==> src/rtl/ctrl_pkg.sv <==
// Shared definitions for the multicycle control unit: state encoding,
// ALUControl codes and the field values used by the datapath selects.
package ctrl_pkg;

  typedef enum logic [3:0] {
    S_FETCH   = 4'd0,
    S_DECODE  = 4'd1,
    S_MEMADR  = 4'd2,
    S_MEMRD   = 4'd3,
    S_MEMWB   = 4'd4,
    S_MEMWR   = 4'd5,
    S_EXECR   = 4'd6,
    S_EXECI   = 4'd7,
    S_ALUWB   = 4'd8,
    S_BRANCH  = 4'd9,
    S_UNKNOWN = 4'd10
  } state_t;

  localparam logic [1:0] ALU_ADD = 2'b00;
  localparam logic [1:0] ALU_SUB = 2'b01;
  localparam logic [1:0] ALU_AND = 2'b10;
  localparam logic [1:0] ALU_ORR = 2'b11;

  localparam logic [1:0] OP_DP  = 2'b00;
  localparam logic [1:0] OP_MEM = 2'b01;
  localparam logic [1:0] OP_BR  = 2'b10;

  localparam logic [1:0] SRCB_REG  = 2'b00;
  localparam logic [1:0] SRCB_IMM  = 2'b01;
  localparam logic [1:0] SRCB_FOUR = 2'b10;

  localparam logic [1:0] RES_ALUOUT = 2'b00;
  localparam logic [1:0] RES_DATA   = 2'b01;
  localparam logic [1:0] RES_ALU    = 2'b10;

  // Map the data-processing cmd field onto the ALU operation; unsupported
  // commands fall back to ADD.
  function automatic logic [1:0] alu_code(input logic [3:0] cmd);
    case (cmd)
      4'b0100: alu_code = ALU_ADD;
      4'b0010: alu_code = ALU_SUB;
      4'b0000: alu_code = ALU_AND;
      4'b1100: alu_code = ALU_ORR;
      default: alu_code = ALU_ADD;
    endcase
  endfunction

endpackage

==> src/rtl/ctrl_dec.sv <==
// State-independent decode: ALU operation, flag-write enables, PC-write
// select and the immediate / register-source selects.
module ctrl_dec
  import ctrl_pkg::*;
(
  input  logic [1:0] Op,
  input  logic [5:0] Funct,
  input  logic [3:0] Rd,
  input  logic       alu_op,
  input  logic       branch,
  input  logic       reg_w,
  output logic [1:0] FlagW,
  output logic       PCS,
  output logic [1:0] ImmSrc,
  output logic [1:0] RegSrc,
  output logic [1:0] ALUControl
);

  // ALU operation and flag-write enables; NZ follow S, CV only for add/sub
  always_comb begin
    ALUControl = ALU_ADD;
    FlagW      = '0;
    if (alu_op) begin
      ALUControl = alu_code(Funct[4:1]);
      FlagW[1]   = Funct[0];
      FlagW[0]   = Funct[0] & ((ALUControl == ALU_ADD) || (ALUControl == ALU_SUB));
    end
  end

  assign PCS    = ((Rd == 4'hF) & reg_w) | branch;
  assign ImmSrc = Op;
  assign RegSrc = {(Op == OP_MEM), (Op == OP_BR)};

endmodule

==> src/rtl/multicycle_ctrl.sv <==
// Multicycle control unit: Moore FSM sequencing fetch / decode / execute /
// writeback, with the state-independent decode in ctrl_dec.
module multicycle_ctrl
  import ctrl_pkg::*;
(
  input  logic       clk,
  input  logic       reset,
  input  logic [1:0] Op,
  input  logic [5:0] Funct,
  input  logic [3:0] Rd,
  output logic [1:0] FlagW,
  output logic       PCS,
  output logic       NextPC,
  output logic       RegW,
  output logic       MemW,
  output logic       IRWrite,
  output logic       AdrSrc,
  output logic       ALUSrcA,
  output logic [1:0] ResultSrc,
  output logic [1:0] ALUSrcB,
  output logic [1:0] ImmSrc,
  output logic [1:0] RegSrc,
  output logic [1:0] ALUControl
);

  state_t state, state_next;

  logic ir_write, next_pc, reg_w, mem_w, alu_op, branch;

  // State register; reset forces FETCH without waiting for a clock edge
  always_ff @(posedge clk or negedge reset) begin
    if (!reset) state <= S_FETCH;
    else        state <= state_next;
  end

  // Next-state selection and per-state Moore outputs
  always_comb begin
    state_next = S_FETCH;
    ir_write   = 1'b0;
    next_pc    = 1'b0;
    reg_w      = 1'b0;
    mem_w      = 1'b0;
    alu_op     = 1'b0;
    branch     = 1'b0;
    AdrSrc     = 1'b0;
    ALUSrcA    = 1'b0;
    ALUSrcB    = SRCB_REG;
    ResultSrc  = RES_ALUOUT;
    case (state)
      S_FETCH: begin
        state_next = S_DECODE;
        ir_write   = 1'b1;
        next_pc    = 1'b1;
        ALUSrcA    = 1'b1;
        ALUSrcB    = SRCB_FOUR;
        ResultSrc  = RES_ALU;
      end
      S_DECODE: begin
        case (Op)
          OP_DP:   state_next = Funct[5] ? S_EXECI : S_EXECR;
          OP_MEM:  state_next = S_MEMADR;
          OP_BR:   state_next = S_BRANCH;
          default: state_next = S_UNKNOWN;
        endcase
        ALUSrcA   = 1'b1;
        ALUSrcB   = SRCB_FOUR;
        ResultSrc = RES_ALU;
      end
      S_MEMADR: begin
        state_next = Funct[0] ? S_MEMRD : S_MEMWR;
        ALUSrcB    = SRCB_IMM;
      end
      S_MEMRD: begin
        state_next = S_MEMWB;
        AdrSrc     = 1'b1;
      end
      S_MEMWB: begin
        ResultSrc = RES_DATA;
        reg_w     = 1'b1;
      end
      S_MEMWR: begin
        AdrSrc = 1'b1;
        mem_w  = 1'b1;
      end
      S_EXECR: begin
        state_next = S_ALUWB;
        alu_op     = 1'b1;
      end
      S_EXECI: begin
        state_next = S_ALUWB;
        ALUSrcB    = SRCB_IMM;
        alu_op     = 1'b1;
      end
      S_ALUWB: begin
        reg_w = 1'b1;
      end
      S_BRANCH: begin
        ALUSrcB   = SRCB_IMM;
        ResultSrc = RES_ALU;
        branch    = 1'b1;
      end
      default: state_next = S_FETCH;
    endcase
  end

  // While reset is held the FSM already sits in FETCH; only the strobes
  // need masking so nothing is written before the first real cycle.
  assign IRWrite = ir_write & reset;
  assign NextPC  = next_pc & reset;
  assign RegW    = reg_w & reset;
  assign MemW    = mem_w & reset;

  ctrl_dec u_dec (
    .Op         (Op),
    .Funct      (Funct),
    .Rd         (Rd),
    .alu_op     (alu_op & reset),
    .branch     (branch & reset),
    .reg_w      (reg_w & reset),
    .FlagW      (FlagW),
    .PCS        (PCS),
    .ImmSrc     (ImmSrc),
    .RegSrc     (RegSrc),
    .ALUControl (ALUControl)
  );

endmodule

==> config.mk <==
export PLATFORM = sky130hd
export DESIGN_NAME = multicycle_ctrl
export DESIGN_NICKNAME = d
export VERILOG_FILES = /design/src/rtl/ctrl_pkg.sv /design/src/rtl/ctrl_dec.sv /design/src/rtl/multicycle_ctrl.sv
export SDC_FILE = /design/constraint.sdc
export NUM_CORES = 1
export LEC_CHECK = 0
export ABC_AREA = 0
export CAP_MARGIN = 10
export CORE_MARGIN = 10
export CORE_UTILIZATION = 32
export DETAILED_ROUTE_END_ITERATION = 10
export GPL_ROUTABILITY_DRIVEN = 1
export PLACE_DENSITY = 0.8
export SYNTH_ARGS = -nofsm -noshare
export SYNTH_HDL_FRONTEND = slang
export SYNTH_SLANG_ARGS = --single-unit
==> constraint.sdc <==
create_clock -name clk -period 1.7 [get_ports clk]
set_input_delay 0.34 -clock clk [delete_from_list [all_inputs] [get_ports clk]]
set_output_delay 0.34 -clock clk [all_outputs]
set_load 0.005 [all_outputs]
== Word-level counts from Yosys, hierarchy flattened ==
Cells that the tools add are included.
Cells by class
  add/subtract/negate cells: 0
  multiply operators: 0
  div/mod/pow operators: 0
  $lt $le $gt $ge: 0
  equality and inequality tests: 15
  shift operators: 0
  multiplexer cells: 17
  bitwise logic cells: 8
  reduce and logical (&&, ||, !) cells: 11
Operators by type and width (count)
  case mux 4 bit (5 select lines): 1
  == test 4 x 3 -> 1 bit, second input constant: 4
  == test 4 bit, second input constant: 4
  == test 4 x 2 -> 1 bit, second input constant: 3
  case mux 4 bit (3 select lines): 1
  logical NOT 4 bit: 2
  2-to-1 mux 1 bit: 8
  case mux 2 bit (2 select lines): 2
  OR reduction 2 bit: 4
  bitwise AND 1 bit: 7
  2-to-1 mux 2 bit: 3
  case mux 2 bit (3 select lines): 1
  OR reduction 3 bit: 2
  == test 2 x 1 -> 1 bit, second input constant: 2
  == test 4 x 1 -> 1 bit, second input constant: 1
  logical NOT 2 bit: 2
  2-to-1 mux 3 bit: 1
  == test 2 bit, second input constant: 1
  logical OR 1 bit: 1
  bitwise OR 1 bit: 1
Storage, ports and cells
  bits in registers: 4
  latch bits: 0
  memory bits (writable): 0
  bits in read-only memories: 0
  bits of input ports: 14
  output and inout port bits: 19
  word-level logic and storage cells: 52
  memories: 0

== Logic depth before layout (Yosys ltp) ==
  depth after elaboration: 9
  depth in mapped cells: 4
  gate-level depth less buffers: 3

== Cells and area by module ==
From an unflattened synthesis, not the netlist that was laid out.
Unflattened totals
  cell total of the unflattened synthesis: 58
  area total of the unflattened synthesis: 451.7 um^2
By module, submodules not included
  multicycle_ctrl: times used 1, cells an instance 44, area an instance 351.6 um^2, sequential area each 100.1 um^2
  ctrl_dec: times used 1, cells an instance 14, area an instance 100.1 um^2, sequential area each 0.0 um^2

== Worst setup path after synthesis ==
No wires, ideal clock.
  path type: register to output
  start point: reg state[2]
  end point: out NextPC
  arrival: 1185 ps
  data required time: 1360 ps
  slack: 175 ps
  stages on the path, launching flop included: 5
  path buffers: 3
  cell sequence: dfrtp_1 -> buf_2 -> buf_2 -> nor4_1 -> buf_4
On the way
  cells in the longest elaborated chain, start to end: 3
RTL lines
  start: declaration: RTL line multicycle_ctrl.sv:26  | state_t state, state_next;
  start signal: assignment: RTL line multicycle_ctrl.sv:33  | else state <= state_next;
  logical NOT 4 bit
  2-to-1 mux 1 bit
  bitwise AND 1 bit
  end: declaration: RTL line multicycle_ctrl.sv:13  | output logic NextPC,
Every way passes these cells.

== Worst setup path in the final report ==
  start point: reg state[3]
  end point: out ALUSrcB[0]
On the way
  cells in the longest elaborated chain, start to end: 3
  elaborated cells on any way between the ends: 8
  classes of those cells: eq/ne: 4; mux: 1; reduce/logical: 3
RTL lines
  == test 4 bit (tied with other cells): RTL line multicycle_ctrl.sv:49  | case (state)
  OR reduction 3 bit (no source line) / OR reduction 2 bit (equally long branches)
  case mux 2 bit (2 select lines) *: RTL line multicycle_ctrl.sv:49
  end: declaration: RTL line multicycle_ctrl.sv:20  | output logic [1:0] ALUSrcB,
Mark *: on every way between the ends. The rest lies on a longest branch, timed or not.

==> flow_summary_export.csv <==
group,metric,value,unit
power,finalPower,0.001319,W
power,p_comb_frac,0.735,
setup_path,endpoint_kind,"output pin",
placement,gp_congestion,0.7533,
clock_network,cts.path.max_buffers,2,
power,leakage,0.4159,nW
logic_synthesis,synthXorXnorAreaFrac,0.06105,
floorplanning,die_x,56.68,µm
timing,worst_pin_slew,335.6,ps
floorplanning,pin_count,33,
timing,slew_headroom,0.7749,
timing,fin_crit,1710,ps
route,drt-initial-drc-count,22,
floorplanning,start_util,0.3350,
setup_path,critPathLaunchType,"flop",
power,ir_drop,1.143,mV
global_route,grt_start_max_net_pins,9,
logic_synthesis,synthMuxAreaShare,0.02326,
timing,drv_slew,0,
setup_path,worst-path-buf-inv,3,
route,post-route-drc-count,0,
power,p_per_area,1463,nW/µm²
logic_synthesis,synth_cells,56,
status,violations,"negative setup slack",
clock_network,insertion_delay,240,ps
power,internal-power,0.0007623,W
floorplanning,core_area,1285,µm²
timing,rsz0062_at_grt,"yes",
setup_path,path_max_fanout,3,
logic_synthesis,synth-adder-area-share,0,
timing,hold_violations,0,
layout,largest_reg_flops,4,
power,seqPwrFrac,0.174,
layout,regMostFlops,"state",
clock_network,cts.clk_slew.worst_paths,40,ps
timing,fin_skew,0.4663,ps
layout,reg_top3,"state (4)",
power,clkPwrFrac,0.091,
logic_synthesis,netlist_area,430.4,µm²
layout,final_core_util,0.7020,
route,routed_wl,1947,µm
clock_network,cts_tree,"done",
layout,fillers,104,
logic_synthesis,ys_seq_area_frac,0.2326,
power,p_sw,0.0005570,W
logic_synthesis,synth-simple-area-share,0.3576,
logic_synthesis,ys_types,25,
layout,nets,120,
setup_path,reg2reg_depth,4,
global_route,grt_pass1_wl,3229,µm
logic_synthesis,synth_warnings,0,
setup_path,worstSetupPathType,"reg2out",
setup_path,crit_chain,"buf_6 -> nor2b_2 -> buf_4 -> a32o_1 -> buf_2",
timing,hold_ws,232.0,ps
clock_network,htreeDepth,1,
logic_synthesis,mappedNetlistNets,70,
clock_network,cts-root-buf,"clkbuf_4",
clock_network,cts.sinks,4,
logic_synthesis,synth-seq-cells,4,
layout,num_antenna_cells,0,
setup_path,cp_data_required_time,1360,ps
logic_synthesis,synth_top_family_by_area,"simple AND/OR/NAND/NOR gates",
timing,setup_viol,2,
global_route,grt_pass1_vias,687,
timing,finalSetupTns,-16.47,ps
route,drtAntennaViolNets,0,
route,wire_per_inst,16.36,µm
power,switching_share,0.4222,
timing,finalCritPeriodShare,1.006,
floorplanning,dieHeight,56.68,µm
placement,portBuffers,32,
layout,area_growth,109.6,%
global_route,antenna_found_initial,0,
timing,fmax,584.7,MHz
route,vias,607,
setup_path,cp.depth,5,
route,viasPerCell,5.101,
setup_path,cp-startpoint,"state[3]",
setup_path,cp_top_family,"flip-flops",
global_route,grt_usage,0.1272,
job,maxCapViolations,0,
status,status,"finished with violations",
layout,drive_gt1_frac,0.4904,
hold_path,hold_path_class,"in2async",
setup_path,cp_slowest_cell,"dfrtp_2",
placement,dp_hpwl,1394,µm
floorplanning,row_count,13,
global_route,gr-total-overflow,0,
setup_path,reg2reg_from,"state[0]",
timing,worst_slack,-10.27,ps
clock_network,numCtsBuffers,3,
floorplanning,die_area,3212,µm²
logic_synthesis,synth_compound_area_frac,0.1860,
clock_network,ctsHoldBuffers,0,
setup_path,worstPathArrival,1370,ps
setup_path,max_stage_delay,410,ps
route,dr.pass1.iters,5,
logic_synthesis,synth_area_per_cell,7.686,µm²
[layout make-up]
class | count | area [µm²] | share of cell area
Timing Repair Buffer | 53 | 419.2 | 0.4646
Tap cell | 15 | 18.77 | 0.02080
Clock buffer | 3 | 22.52 | 0.02497
Sequential cell | 4 | 103.9 | 0.1151
Inverter | 3 | 11.26 | 0.01248
Multi-Input combinational cell | 41 | 326.6 | 0.3620
[power by group through the flow]
stage / clock, W / combinational (W) / sequential, W
global route: 0.000125 / 0.00106 / 0.000237
floorplan: 0 / 0.000472 / 0.000164
CTS: 0.000121 / 0.000955 / 0.000224
detailed placement: 0 / 0.000924 / 0.000219
finish: 0.000120 / 0.000970 / 0.000229
global placement: 0 / 0.000904 / 0.000215
[worst paths after layout]
check	to	slack (ps)
max	ALUSrcB[0]	-10
min	state[0]	230
max reg2reg	state[2]	340
min reg2reg	state[2]	670
max in group asynchronous	state[2]	1350
min in group clk	state[2]	670
[layout by cell type, fill, tap and decap left out, drive strengths merged]
| master | count |
|---|---|
| a41oi | 1 |
| mux2i | 1 |
| a32o | 1 |
| nor2b | 5 |
| buf | 28 |
| nand4b | 1 |
| o21ai | 2 |
| inv | 3 |
| nor3 | 5 |
| nor4 | 3 |
| clkbuf | 7 |
| dfrtp | 4 |
| clkdlybuf4s15 | 2 |
| o31a | 1 |
| xnor2 | 3 |
| nand3 | 1 |
| nor2 | 6 |
| clkdlybuf4s50 | 9 |
| dlygate4sd2 | 10 |
| or3 | 1 |
| nor4b | 2 |
| and2 | 1 |
| a22oi | 1 |
| nand2b | 2 |
| a211oi | 4 |
[metrics by stage]
stage | setup slack (ps) | area, µm² | cells
global placement | -465.2 | 833.3 | 110
detailed placement | -587.9 | 833.3 | 110
CTS | -57.13 | 908.4 | 119
global route | -72.07 | 902.1 | 119
floorplan | 174.6 | 430.4 | 56
finish | -10.27 | 902.1 | 119
[timing repair]
action / in CTS / in global routing
pin swaps: 4 / 1
setup buffers: 6 / 0
gates cloned: 0 / 0
endpoints found under the setup margin: 19 / 12
hold endpoints to repair: 0 / 0
resized for setup: 57 / 15
[synth_stat cells, drive strengths merged]
library cell,number,area [µm²]
clkbuf,1,3.750
buf,7,45.04
nor2,6,22.52
nand3,1,5.000
nand4b,1,8.760
nor4,3,18.77
o31a,1,8.760
a32o,1,10.01
inv,3,11.26
o21ai,2,10.01
mux2i,1,10.01
xnor2,3,26.28
nand2b,2,12.51
and2,1,6.260
a211oi,4,35.03
dfrtp,4,100.1
a22oi,1,7.510
nor4b,2,17.52
nor2b,5,31.28
or3,1,6.260
nor3,5,25.02
a41oi,1,8.760
[cell families after synthesis]
kind of cell,Yosys count
and+or+nand+nor,27
DFF,4
AOI/OAI and AO/OA,10
muxes,1
xor gates and xnor gates,3
buffers and inverters,11
[metal layers]
metal  routed length (µm)  vias to the layer above  global-route usage
met2                  956                       27              0.2085
met1                  697                      276              0.1110
met5                    0                        -                   0
met4                  103                        0              0.1203
met3                  189                        8             0.06067
li1                     -                      296                   -
[worst reg2reg max path, stage by stage, from the launching register on]
cell and delay [ps]:
dfrtp_2 460, inv_2 90, buf_4 140, or3_1 340, a211oi_2 240
No activity file was read; power rests on OpenSTA's default activity.
